## config.mk

```make
export PLATFORM = sky130hd
export DESIGN_NAME = audio_playback_controller_flat
export DESIGN_NICKNAME = d
export VERILOG_FILES = /design/src/rtl/audio_playback_controller_if.sv /design/src/rtl/audio_playback_controller.sv /design/src/flat_wrapper.sv
export SDC_FILE = /design/constraint.sdc
export NUM_CORES = 1
export LEC_CHECK = 0
export ABC_AREA = 1
export CAP_MARGIN = 0
export CORE_MARGIN = 1.5
export CORE_UTILIZATION = 55
export DETAILED_ROUTE_END_ITERATION = 6
export HOLD_SLACK_MARGIN = 0.1
export PLACE_DENSITY_LB_ADDON = 0.25
export SLEW_MARGIN = 20
export SYNTH_ARGS = -nofsm -noshare
export SYNTH_HDL_FRONTEND = slang
export SYNTH_SLANG_ARGS = --single-unit
```

## constraint.sdc

```tcl
create_clock -name clock -period 3.9 [get_ports clock]
set_clock_uncertainty 0.05 [all_clocks]
set_input_delay 0.39 -clock clock [delete_from_list [all_inputs] [get_ports clock]]
set_output_delay 0.39 -clock clock [all_outputs]
set_load 0.05 [all_outputs]
```

## src/rtl/audio_playback_controller_if.sv

```systemverilog
// Sample-memory read port and serializer load/shift port of the playback controller.
interface audio_playback_controller_if #(
  parameter int unsigned ADDR_WIDTH = 16
);
  logic [ADDR_WIDTH-1:0] mem_addr;
  logic                  mem_rd_en;
  logic [15:0]           mem_data;
  logic [15:0]           ser_data;
  logic                  ser_load;
  logic                  bit_tick;

  // Controller side: drives memory address/strobe and the serializer.
  modport master (
    output mem_addr,
    output mem_rd_en,
    input  mem_data,
    output ser_data,
    output ser_load,
    output bit_tick
  );

  // Memory/serializer side.
  modport slave (
    input  mem_addr,
    input  mem_rd_en,
    output mem_data,
    input  ser_data,
    input  ser_load,
    input  bit_tick
  );
endinterface

```

## src/rtl/audio_playback_controller.sv

```systemverilog
// Audio playback sequencer: walks a sample-memory address range, double-buffers
// the next word and feeds a 16-bit serializer with load strobes and bit ticks.
module audio_playback_controller #(
  parameter int unsigned ADDR_WIDTH = 16,
  parameter int unsigned CLK_DIV    = 33
) (
  input  logic                      clock,
  input  logic                      reset,
  input  logic                      start,
  input  logic                      stop,
  input  logic                      loop_en,
  input  logic [ADDR_WIDTH-1:0]     start_addr,
  input  logic [ADDR_WIDTH-1:0]     end_addr,
  audio_playback_controller_if.master bus,
  output logic                      audio_enable,
  output logic                      busy,
  output logic                      done
);

  localparam int unsigned DIV_W = 16;
  localparam int unsigned CNT_W = 4;
  localparam logic [DIV_W-1:0] DIV_LAST = DIV_W'(CLK_DIV - 1);
  localparam logic [CNT_W-1:0] BIT_LAST = CNT_W'(15);
  localparam logic [CNT_W-1:0] BIT_PENULT = CNT_W'(14);

  typedef enum logic [2:0] {
    IDLE,
    FETCH,
    WAIT,
    PLAY,
    FINISH
  } state_t;

  state_t                state;
  logic [ADDR_WIDTH-1:0] first_addr;
  logic [ADDR_WIDTH-1:0] last_addr;
  logic [ADDR_WIDTH-1:0] ptr;
  logic [ADDR_WIDTH-1:0] mem_addr_q;
  logic                  mem_rd_en_q;
  logic                  fetch_d;
  logic [15:0]           ser_data_q;
  logic                  ser_load_q;
  logic                  bit_tick_q;
  logic [15:0]           next_buf;
  logic                  next_valid;
  logic [CNT_W-1:0]      bit_cnt;
  logic [DIV_W-1:0]      div;

  logic                  next_ok_c;
  logic [ADDR_WIDTH-1:0] next_addr_c;

  assign bus.mem_addr  = mem_addr_q;
  assign bus.mem_rd_en = mem_rd_en_q;
  assign bus.ser_data  = ser_data_q;
  assign bus.ser_load  = ser_load_q;
  assign bus.bit_tick  = bit_tick_q;

  // Address of the word following ptr; none after end_addr unless looping.
  always_comb begin
    next_ok_c   = 1'b1;
    next_addr_c = ptr + ADDR_WIDTH'(1);
    if (ptr == last_addr) begin
      next_addr_c = first_addr;
      next_ok_c   = loop_en;
    end
  end

  // Playback state machine with registered outputs; stop beats every other event.
  always_ff @(posedge clock) begin
    if (reset) begin
      state        <= IDLE;
      first_addr   <= '0;
      last_addr    <= '0;
      ptr          <= '0;
      mem_addr_q   <= '0;
      mem_rd_en_q  <= 1'b0;
      fetch_d      <= 1'b0;
      ser_data_q   <= '0;
      ser_load_q   <= 1'b0;
      bit_tick_q   <= 1'b0;
      next_buf     <= '0;
      next_valid   <= 1'b0;
      bit_cnt      <= '0;
      div          <= '0;
      audio_enable <= 1'b0;
      busy         <= 1'b0;
      done         <= 1'b0;
    end else begin
      mem_rd_en_q <= 1'b0;
      ser_load_q  <= 1'b0;
      bit_tick_q  <= 1'b0;
      done        <= 1'b0;
      fetch_d     <= mem_rd_en_q;
      if (state != IDLE && stop) begin
        state        <= IDLE;
        mem_addr_q   <= '0;
        ser_data_q   <= '0;
        fetch_d      <= 1'b0;
        next_valid   <= 1'b0;
        bit_cnt      <= '0;
        div          <= '0;
        audio_enable <= 1'b0;
        busy         <= 1'b0;
      end else begin
        case (state)
          IDLE: begin
            if (start && !stop && (start_addr <= end_addr)) begin
              state        <= FETCH;
              first_addr   <= start_addr;
              last_addr    <= end_addr;
              ptr          <= start_addr;
              mem_addr_q   <= start_addr;
              mem_rd_en_q  <= 1'b1;
              audio_enable <= 1'b1;
              busy         <= 1'b1;
            end
          end
          FETCH: state <= WAIT;
          WAIT: begin
            state      <= PLAY;
            ser_data_q <= bus.mem_data;
            ser_load_q <= 1'b1;
            bit_tick_q <= 1'b1;
            bit_cnt    <= '0;
            div        <= '0;
            next_valid <= 1'b0;
            if (next_ok_c) begin
              mem_rd_en_q <= 1'b1;
              mem_addr_q  <= next_addr_c;
              ptr         <= next_addr_c;
            end
          end
          PLAY: begin
            if (fetch_d) begin
              next_buf   <= bus.mem_data;
              next_valid <= 1'b1;
            end
            if (div == DIV_LAST) begin
              div <= '0;
              if (bit_cnt == BIT_LAST) begin
                if (next_valid) begin
                  ser_data_q <= next_buf;
                  ser_load_q <= 1'b1;
                  bit_tick_q <= 1'b1;
                  bit_cnt    <= '0;
                  next_valid <= 1'b0;
                  if (next_ok_c) begin
                    mem_rd_en_q <= 1'b1;
                    mem_addr_q  <= next_addr_c;
                    ptr         <= next_addr_c;
                  end
                end else begin
                  state        <= IDLE;
                  mem_addr_q   <= '0;
                  bit_cnt      <= '0;
                  audio_enable <= 1'b0;
                  busy         <= 1'b0;
                  done         <= 1'b1;
                end
              end else begin
                bit_tick_q <= 1'b1;
                bit_cnt    <= bit_cnt + CNT_W'(1);
                // Last bit of the final word: run out its bit period in FINISH.
                if (bit_cnt == BIT_PENULT && !next_valid && !fetch_d) begin
                  state <= FINISH;
                end
              end
            end else begin
              div <= div + DIV_W'(1);
            end
          end
          FINISH: begin
            if (div == DIV_LAST) begin
              state        <= IDLE;
              div          <= '0;
              bit_cnt      <= '0;
              mem_addr_q   <= '0;
              audio_enable <= 1'b0;
              busy         <= 1'b0;
              done         <= 1'b1;
            end else begin
              div <= div + DIV_W'(1);
            end
          end
          default: state <= IDLE;
        endcase
      end
    end
  end

endmodule

```

## src/flat_wrapper.sv

```systemverilog
// flat-port wrapper written by rule: the top's interface ports become plain ports
module audio_playback_controller_flat 
#(
  parameter int unsigned ADDR_WIDTH = 16,
  parameter int unsigned CLK_DIV    = 33
)
  (clock, reset, start, stop, loop_en, start_addr, end_addr, audio_enable, busy, done, bus_mem_addr, bus_mem_rd_en, bus_mem_data, bus_ser_data, bus_ser_load, bus_bit_tick);
  audio_playback_controller_if #(.ADDR_WIDTH(ADDR_WIDTH)) bus_i ();
  input  logic clock;
  input  logic reset;
  input  logic start;
  input  logic stop;
  input  logic loop_en;
  input  logic [ADDR_WIDTH-1:0] start_addr;
  input  logic [ADDR_WIDTH-1:0] end_addr;
  output logic audio_enable;
  output logic busy;
  output logic done;
  output wire logic [$bits(bus_i.mem_addr)-1:0] bus_mem_addr;
  output wire logic [$bits(bus_i.mem_rd_en)-1:0] bus_mem_rd_en;
  input wire logic [$bits(bus_i.mem_data)-1:0] bus_mem_data;
  output wire logic [$bits(bus_i.ser_data)-1:0] bus_ser_data;
  output wire logic [$bits(bus_i.ser_load)-1:0] bus_ser_load;
  output wire logic [$bits(bus_i.bit_tick)-1:0] bus_bit_tick;
  assign bus_mem_addr = bus_i.mem_addr;
  assign bus_mem_rd_en = bus_i.mem_rd_en;
  assign bus_i.mem_data = bus_mem_data;
  assign bus_ser_data = bus_i.ser_data;
  assign bus_ser_load = bus_i.ser_load;
  assign bus_bit_tick = bus_i.bit_tick;
  audio_playback_controller #(.ADDR_WIDTH(ADDR_WIDTH), .CLK_DIV(CLK_DIV)) u_core (.clock(clock), .reset(reset), .start(start), .stop(stop), .loop_en(loop_en), .start_addr(start_addr), .end_addr(end_addr), .bus(bus_i), .audio_enable(audio_enable), .busy(busy), .done(done));
endmodule
```

==> run metrics <==
adder-cell share of the synthesized area ~3.7%; num ports ~90; syn_area_per_cell about 6.4 um2; Max-Cap Viols 0; ys async rst share 0%; Crit Path Class input port to flip-flop; Yosys top cell area share between 30% and 40%; GRT Resource Usage Total 28.46%; relative slew slack between 30 and 40%; Ys Warns 0; Logic pwr share between 40% and 50%; total negative setup slack 0 ns; Worst-Margin Slew roughly 0.93 ns; area of the multi-input gates 0.003757 mm2; status complete, but fails checks; Worst-path clk slew 0.06 ns; internal power ~3.5 mW; Total Wirelength between 15 and 20 mm; commonest non-fill, non-tap cell in the layout nand2_1; Iteration-0 DRC Markers approximately 570; WL per Instance 13.72 um; worst-path fanout max 32; Fmax 0.3419 GHz; main combinational cell family by area after synthesis simple AND/OR/NAND/NOR gates; Slew Limit Fails 0; top cells by area, synth dfxtp_1 36%, nand2_1 16%, nor2_1 8.7%; Switch Pwr ~2.7 mW; xor and xnor area share after synthesis ~2.7%; clk buf depth 2; initial antenna violation count 0; clock latency on the worst-skew pair approximately 0.43 ns; Max H-tree Level 4; post-route cell area between 0.008 and 0.009 mm2; Startpoint Class input port; share of layout cells above drive strength 1 5.518%; Seq pwr share between 20% and 30%; CTS tree done; final hold violation count 0; RSZ-0062 raised after global routing no; largest net degree at the start of global routing 42; cell chosen for the clock root clkbuf_16; Clk pwr share a little over a quarter; Mapped Cells 1092; n_diodes 0; CTS Hold Bufs 0; DPL Wire Length roughly 13 mm; mux cell area share after synthesis 0%; met1 wire length approximately 7.7 mm; register area share after synthesis 35.94%; Routability Congestion a little under 0.9; Core Rows 41; Initial Util 56.08%; commonest non-fill, non-tap cells in the layout 296 x nand2_1, 160 x nor2_1, 133 x inv_1; DIE AREA 0.01345 mm2; post-synthesis compound-gate area fraction between 10% and 20%; # resized after CTS 0; die height 116.0 um; DP Area ~0.008 mm2; vias per inst 5.259; CP cell instances clkdlybuf4s50_1 > ha_1 > a21oi_1 > o21ai_0 > a21oi_1 > nand2_1 > nand2_1 > nand2_1 > nand2_1 > nand3_2 > nor2_1 > nor2_1; Setup Buffers After CTS 0; Met3 Wirelength 1.068 mm; GRT overflow 0; # fillers between 1000 and 1500; Post-route DRC 4; core area 0.01252 mm2; Data required, critical path about 4.2 ns; first-pass GRT wire length between 20 and 30 mm; total power about 6.2 mW; top layer in use met4; fin nets around 1200; Sink Count between 100 and 150; synth unique cells 38; post-route ant nets 0; Area growth syn-to-layout 22.60%; final setup vio count 0; number of synthesized flops with an enable pin 0; largest vdd supply drop 0.0004053 V; CP peak stage delay roughly 0.55 ns; Buf/Inv on CP 1; Leakage Power 3.909 nW; Yosys top cell by area dfxtp_1; worst hold path type flip-flop to flip-flop; number of global-route vias before repair around 6400; arrival time worst endpoint ~3.2 ns; vias 7099; I/O Buffers 90; crit end category flip-flop; period utilization around three quarters; Crit path max-delay family simple AND/OR/NAND/NOR gates; Power Density 719.9 mW/mm2; TritonCTS buffer count 17; Die X 116.0 um; Pre-Repair DR Iteration Count 7; Synth Register Bits around 130; Register Area approximately 0.0025 mm2; met2 WL post-DR between 9 and 10 mm; failing checks DRC; min cycle time layout roughly 2.9 ns; Switching Share between 40% and 50%; Main synth FF type dfxtp_1; syn nets roughly 1200; CP most frequent cell nand2_1; Synth Area in Simple Gates 33.10%; Slowest-stage cell, CP nand3_2; synthesized area approximately 0.007 mm2
==> through the flow <==
| stage | setup WS, ns | util, % | hold WS [ns] | std cells |
|---|---|---|---|---|
| CTS | 1.064 | 68.75 | 0.3948 | 1350 |
| finish | 0.9751 | 68.75 | 0.3956 | 1350 |
| detailed placement | 0.6317 | 63.89 | 0.3823 | 1318 |
| global route | 0.8023 | 68.75 | 0.4125 | 1350 |
| floorplan | 1.886 | - | 0.3739 | 1092 |
| global placement | 0.7384 | 63.89 | 0.3819 | 1318 |
==> cell type report <==
cell class                      count  share of cell area (%)
Multi-Input combinational cell    782                   43.66
Sequential cell                   126                   29.31
Timing Repair Buffer               99                   11.40
Inverter                          139                   6.063
Clock buffer                       19                   5.147
Tap cell                          172                   2.501
Clock inverter                     13                   1.919
==> flip-flops by register name, summed over array words and instances, names as in the netlist, 3 cells and up <==
signal and flops:
u_core.bit_cnt 4, u_core.bus.mem_addr 16, u_core.state 3, u_core.ptr 16
u_core.div 16, u_core.last_addr 16, u_core.bus.ser_data 16, u_core.next_buf 16
u_core.first_addr 16
==> synth_stat cells, types with 8 or more instances <==
library cell / count
a21oi_1: 54
nand3_1: 59
nand2_1: 296
buf_2: 14
nor3_1: 8
clkbuf_1: 25
a31oi_1: 20
inv_1: 133
xor2_1: 21
nand4_1: 10
dfxtp_1: 126
nor2_1: 162
o21ai_0: 90
ha_1: 21
==> layer usage <==
| metal | global-route usage (%) | vias up |
|---|---|---|
| met2 | 48.75 | 249 |
| met1 | 33.63 | 3179 |
| met4 | 13.09 | 0 |
| li1 | - | 3616 |
| met5 | 0 | - |
| met3 | 7.008 | 55 |
==> power groups by stage <==
stage	combinational [mW]	sequential, mW	clock, mW
after floorplan	1.55	2.27	0
after global placement	2.71	1.81	0
after detailed placement	2.74	1.81	0
after CTS	2.77	1.79	1.64
after global routing	3.06	1.82	1.71
final	2.78	1.79	1.62
==> tightest hold or removal path, stage by stage, from the launching register on <==
cell and delay (ns):
dfxtp_1 0.31, inv_1 0.04, a21oi_1 0.05
==> kinds of logic after synthesis <==
| logic type | after synthesis |
|---|---|
| AO/OA/AOI/OAI | 180 |
| XOR/XNOR | 22 |
| adder cells (fa/ha/maj) | 21 |
| buffers and inverters | 184 |
| flip-flops | 126 |
| AND/OR/NAND/NOR | 559 |
==> final timing paths <==
path              slack, ns                 endpoint            startpoint  depth (start not counted)
setup / recovery       0.98  u_core.bus.mem_addr[12]        start_addr[13]                         12
hold / removal         0.40     u_core.first_addr[1]  u_core.first_addr[1]                          2
setup reg to reg       1.32   u_core.bus.ser_data[3]       u_core.state[1]                          9
hold reg to reg        0.40     u_core.first_addr[1]  u_core.first_addr[1]                          2
Note: power is estimated with default switching activity, not from simulation.
